$ cat src/rtl/piso_tx_scheduler.sv
// Round-robin scheduler sharing one parallel-to-serial shifter between NREQ requesters.
// Each granted word is shifted out MSB-first, one bit per BAUD_DIV cycles.
module piso_tx_scheduler #(
    parameter int unsigned WIDTH    = 4,
    parameter int unsigned NREQ     = 4,
    parameter int unsigned BAUD_DIV = 1
) (
    input  logic                      clk,
    input  logic                      rst,
    input  logic [NREQ-1:0]           req,
    input  logic [NREQ*WIDTH-1:0]     din,
    output logic [NREQ-1:0]           gnt,
    output logic                      sout,
    output logic                      sout_valid,
    output logic                      frame_start,
    output logic                      busy,
    output logic                      done,
    output logic [$clog2(NREQ)-1:0]   done_id
);

    localparam int unsigned IW = $clog2(NREQ);
    localparam int unsigned CW = $clog2(WIDTH);
    localparam int unsigned BW = (BAUD_DIV > 1) ? $clog2(BAUD_DIV) : 1;

    localparam logic [0:0] S_IDLE  = 1'b0;
    localparam logic [0:0] S_SHIFT = 1'b1;

    logic [0:0]        r_state;
    logic [WIDTH-1:0]  r_shift;
    logic [CW-1:0]     r_bit_cnt;
    logic [BW-1:0]     r_baud_cnt;
    logic [IW-1:0]     r_ptr;
    logic [IW-1:0]     r_cur_id;
    logic [NREQ-1:0]   r_gnt;
    logic              r_sout;
    logic              r_sout_valid;
    logic              r_frame_start;
    logic              r_busy;
    logic              r_done;
    logic [IW-1:0]     r_done_id;

    logic              w_win_found;
    logic [IW-1:0]     w_win;
    logic [WIDTH-1:0]  w_win_word;

    logic [0:0]        w_state_n;
    logic [WIDTH-1:0]  w_shift_n;
    logic [CW-1:0]     w_bit_cnt_n;
    logic [BW-1:0]     w_baud_cnt_n;
    logic [IW-1:0]     w_ptr_n;
    logic [IW-1:0]     w_cur_id_n;
    logic [NREQ-1:0]   w_gnt_n;
    logic              w_frame_start_n;
    logic              w_valid_n;
    logic              w_done_n;

    // First requester at or above the pointer, searching upward modulo NREQ.
    always_comb begin
        int unsigned v_idx;
        v_idx       = 0;
        w_win_found = 1'b0;
        w_win       = '0;
        for (int unsigned k = 0; k < NREQ; k++) begin
            v_idx = 32'(r_ptr) + k;
            if (v_idx >= NREQ) begin
                v_idx = v_idx - NREQ;
            end
            if (!w_win_found && req[IW'(v_idx)]) begin
                w_win_found = 1'b1;
                w_win       = IW'(v_idx);
            end
        end
    end

    always_comb begin
        w_win_word = '0;
        for (int unsigned i = 0; i < NREQ; i++) begin
            if (IW'(i) == w_win) begin
                w_win_word = din[i*WIDTH +: WIDTH];
            end
        end
    end

    // Next-state and next-output logic; outputs are registered from the next state.
    always_comb begin
        w_state_n       = r_state;
        w_shift_n       = r_shift;
        w_bit_cnt_n     = r_bit_cnt;
        w_baud_cnt_n    = r_baud_cnt;
        w_ptr_n         = r_ptr;
        w_cur_id_n      = r_cur_id;
        w_gnt_n         = '0;
        w_frame_start_n = 1'b0;

        case (r_state)
            S_IDLE: begin
                if (w_win_found) begin
                    w_state_n       = S_SHIFT;
                    w_shift_n       = w_win_word;
                    w_cur_id_n      = w_win;
                    w_bit_cnt_n     = '0;
                    w_baud_cnt_n    = '0;
                    w_gnt_n         = NREQ'(1) << w_win;
                    w_frame_start_n = 1'b1;
                    w_ptr_n         = (w_win == IW'(NREQ - 1)) ? '0 : w_win + IW'(1);
                end
            end
            S_SHIFT: begin
                if (r_baud_cnt == BW'(BAUD_DIV - 1)) begin
                    w_baud_cnt_n = '0;
                    w_shift_n    = {r_shift[WIDTH-2:0], 1'b0};
                    if (r_bit_cnt == CW'(WIDTH - 1)) begin
                        w_state_n   = S_IDLE;
                        w_bit_cnt_n = '0;
                    end else begin
                        w_bit_cnt_n = r_bit_cnt + CW'(1);
                    end
                end else begin
                    w_baud_cnt_n = r_baud_cnt + BW'(1);
                end
            end
            default: begin
                w_state_n = S_IDLE;
            end
        endcase

        w_valid_n = (w_state_n == S_SHIFT);
        w_done_n  = w_valid_n && (w_bit_cnt_n == CW'(WIDTH - 1)) &&
                    (w_baud_cnt_n == BW'(BAUD_DIV - 1));
    end

    always_ff @(posedge clk) begin
        if (rst) begin
            r_state       <= S_IDLE;
            r_shift       <= '0;
            r_bit_cnt     <= '0;
            r_baud_cnt    <= '0;
            r_ptr         <= '0;
            r_cur_id      <= '0;
            r_gnt         <= '0;
            r_sout        <= 1'b0;
            r_sout_valid  <= 1'b0;
            r_frame_start <= 1'b0;
            r_busy        <= 1'b0;
            r_done        <= 1'b0;
            r_done_id     <= '0;
        end else begin
            r_state       <= w_state_n;
            r_shift       <= w_shift_n;
            r_bit_cnt     <= w_bit_cnt_n;
            r_baud_cnt    <= w_baud_cnt_n;
            r_ptr         <= w_ptr_n;
            r_cur_id      <= w_cur_id_n;
            r_gnt         <= w_gnt_n;
            r_sout        <= w_valid_n & w_shift_n[WIDTH-1];
            r_sout_valid  <= w_valid_n;
            r_frame_start <= w_frame_start_n;
            r_busy        <= w_valid_n;
            r_done        <= w_done_n;
            if (w_done_n) begin
                r_done_id <= w_cur_id_n;
            end
        end
    end

    assign gnt         = r_gnt;
    assign sout        = r_sout;
    assign sout_valid  = r_sout_valid;
    assign frame_start = r_frame_start;
    assign busy        = r_busy;
    assign done        = r_done;
    assign done_id     = r_done_id;

endmodule

$ cat config.mk
export PLATFORM = sky130hd
export DESIGN_NAME = piso_tx_scheduler
export DESIGN_NICKNAME = d
export VERILOG_FILES = /design/src/rtl/piso_tx_scheduler.sv
export SDC_FILE = /design/constraint.sdc
export NUM_CORES = 1
export LEC_CHECK = 0
export BUFFER_PORTS_ARGS = -buffer_cell sky130_fd_sc_hd__buf_2
export CAP_MARGIN = 20
export CORE_ASPECT_RATIO = 1.2
export CORE_UTILIZATION = 53
export CTS_CLUSTER_DIAMETER = 120
export DETAILED_ROUTE_END_ITERATION = 10
export PLACE_DENSITY = 0.82
export SLEW_MARGIN = 5
export SYNTH_ARGS = -nofsm -noshare
export SYNTH_HDL_FRONTEND = slang
export SYNTH_SLANG_ARGS = --single-unit
$ cat constraint.sdc
create_clock -name clk -period 6 [get_ports clk]
set_input_delay 0.9 -clock clk [delete_from_list [all_inputs] [get_ports clk]]
set_output_delay 0.9 -clock clk [all_outputs]
set_load 0.01 [all_outputs]
==> results.py <==
metrics = {
    "status": {
        "status": "complete, no violations",
    },
    "timing": {
        "fin_crit_sh": 0.429,
        "finalClockSkew_ns": 0.00814,
        "rsz0062_at_grt": "no",
        "maxSlewHeadroom": 0.716,
        "tightest_slew_ns": 0.426,
        "clock.fmax_mhz": 388,
        "final_hold_viol_count": 0,
        "period_minus_slack_ns": 2.58,
        "fin_setup_tns_ns": 0,
        "setup_viol": 0,
        "slew_violations": 0,
    },
    "place": {
        "gp_congestion": 0.798,
        "numPortBuffers": 32,
        "dp_hpwl_mm": 1.77,
    },
    "logic_synthesis": {
        "netlist.area_leader.share": 0.392,
        "synth_ff_type": "dfxtp_1",
        "synth_common_cells": "dfxtp_1 (21), nand2_1 (14), nor2b_1 (9), a21oi_1 (7), inv_1 (6)",
        "synth.net_count": 149,
        "synthArstFlopShare": 0,
        "avgSynthCellArea_um2": 8.80,
        "synth.most_common_cell": "dfxtp_1",
        "synth_largest_area_cell": "dfxtp_1",
        "seq_area_frac_synth": 0.392,
        "synth_cell_types": 40,
        "yosys-top-cells-area": "dfxtp_1 (39%), ha_1 (5.8%), nor2b_1 (5.2%), nand2_1 (4.9%), a21oi_1 (3.3%)",
        "ys.warnings.count": 0,
        "yosys_register_bits": 21,
        "synthesis.instances": 122,
        "synth_area_um2": 1070,
        "synth_edf_count": 0,
    },
    "layout": {
        "drive_above_1_share": 0.289,
        "fin_nets": 180,
        "syn2layout_area_growth_pct": 16.7,
        "antenna_cells": 0,
    },
    "global_routing": {
        "antenna_found_initial": 0,
        "grt_pass1_wl_mm": 3.88,
        "grt_pass1_vias": 914,
        "grt_overflow": 0,
        "track_usage": 0.237,
        "grt_max_degree": 18,
    },
    "routing": {
        "dr_total_vias": 1015,
        "drt_iter0_drc": 25,
        "firstDrtPassIters": 5,
        "viasPerCell": 5.94,
        "drc": 0,
        "avgRoutedWirePerCell_um": 13.7,
        "wl_mm": 2.34,
        "antenna_left": 0,
    },
    "clocking": {
        "postCtsSetupBuffers": 0,
        "cts_root_buf": "clkbuf_4",
        "post_cts_resized": 0,
        "cts.sinks": 21,
        "cts.htree.levels": 1,
        "clk_path_buf_depth": 2,
        "clkTransAtPathRegs_ns": 0.12,
        "insertion_delay_ns": 0.32,
        "cts_buffers": 3,
        "holdBufCountCts": 0,
        "cts_tree": "done",
    },
    "flow_run": {
        "drv_cap": 0,
    },
    "floorplan": {
        "start_util": 0.574,
        "num_rows": 17,
        "core_um2": 1870,
        "ioPinCount": 33,
        "die_h_um": 51.3,
        "die_w_um": 43.1,
        "die-area_um2": 2210,
    },
    "critical_path": {
        "worst_setup_path_start_kind": "input pin",
        "cp.required_ns": 6.25,
        "r2r-end": "r_shift[0]",
        "critical_path.max_stage_delay_ns": 0.37,
        "endpoint": "r_shift[0]",
        "startpoint": "req[0]",
        "worstPathArrival_ns": 2.83,
        "crit_path_top_delay_cell": "o221ai_2",
        "critPathKind": "in -> reg",
        "rrSetupSlack_ns": 3.83,
        "reg2reg_from": "r_ptr[0]",
        "reg2reg_depth": 9,
        "cp_cell_sequence": "buf_2 > nor2b_1 > nor2_1 > o221ai_2 > inv_1 > ha_1 > nand3b_1 > a221oi_1 > a211oi_1 > nor3_1",
        "endpoint_kind": "flip-flop",
        "path_max_fanout": 9,
    },
    "power": {
        "cellPowerDensity_nw_per_um2": 242,
        "total_power_mw": 0.303,
        "ir_drop_v": 0.000175,
        "p_leak_nw": 0.567,
    },
    "hold_path": {
        "min_path_cells": 2,
        "hp-class": "reg -> reg",
    },
}
## placed cells by master, fill, tap and decap left out, types with 2 or more instances in the layout
cell,n
nor2b_1,9
or2_1,2
nor3_1,5
a211oi_1,3
nand2b_1,2
o21ai_0,3
nor2_2,2
ha_1,5
nand2_1,14
nor2_1,3
a31oi_1,2
o211ai_1,3
a2bb2oi_1,2
and3_1,3
nand3_1,4
or2_2,2
dfxtp_1,21
clkbuf_4,3
a21oi_1,7
buf_2,32
inv_1,6
## power breakdown
part | switching [mW] | internal (mW) | total (mW)
logic | 0.0426 | 0.0340 | 0.0766
clock network | 0.0438 | 0.0260 | 0.0698
registers | 0.00705 | 0.150 | 0.157
## how the worst min path moves through the flow
stage / start / end / slack (ns)
global route: done_id[0] / done_id[0] / 0.49
CTS: done_id[0] / done_id[0] / 0.47
global placement: done_id[0] / done_id[0] / 0.44
finish: done_id[0] / done_id[0] / 0.46
floorplan: r_shift[3] / r_shift[3] / 0.43
detailed placement: done_id[0] / done_id[0] / 0.45
## kinds of logic after synthesis
kind of cell / after synthesis / share of synthesized area
DFF: 21 / 0.392
and+or+nand+nor: 52 / 0.277
AOI/OAI and AO/OA: 30 / 0.203
buffers and inverters: 12 / 0.0501
adders and majority gates: 5 / 0.0583
muxes: 2 / 0.0198
## metal layers
| layer | up-vias | routed length [um] | GRT usage | part of all wire |
|---|---|---|---|---|
| met5 | - | 0 | 0 | 0 |
| li1 | 495 | - | - | - |
| met4 | 0 | 120 | 0.177 | 0.051 |
| met2 | 51 | 1140 | 0.393 | 0.49 |
| met1 | 456 | 947 | 0.274 | 0.41 |
| met3 | 13 | 132 | 0.0247 | 0.057 |
## registers in the layout (all words and copies together) (netlist names)
name and flops:
busy 1, done 1, done_id 2, frame_start 1
gnt 4, r_baud_cnt 1, r_bit_cnt 2, r_cur_id 2
r_ptr 2, r_shift 4, sout 1
## worst max-delay path: cells and delay by family
family	cells	cell delay (ns)
AOI/OAI and AO/OA	3	0.75
adders and majority gates	1	0.31
buffers and inverters	2	0.26
and+or+nand+nor	4	0.61
## stage by stage
step                      cells   util  setup WS (ns)  cell area, um^2  hold WS, ns
after floorplan             122      -           3.50             1070        0.433
after global placement      167  0.655           3.23             1230        0.440
after detailed placement    167  0.655           3.12             1230        0.452
after CTS                   171  0.669           3.45             1250        0.468
after global routing        171  0.669           3.25             1250        0.488
final                       171  0.669           3.42             1250        0.462
## area by class of cell
type / instances / area (um^2)
fill: 169 / 619
clock buffer: 4 / 26.3
inverter: 6 / 22.5
sequential: 21 / 420
multi-input combinational: 89 / 599
tap: 19 / 23.8
timing repair buffer: 32 / 160
Note: power is estimated with default switching activity, not from simulation.
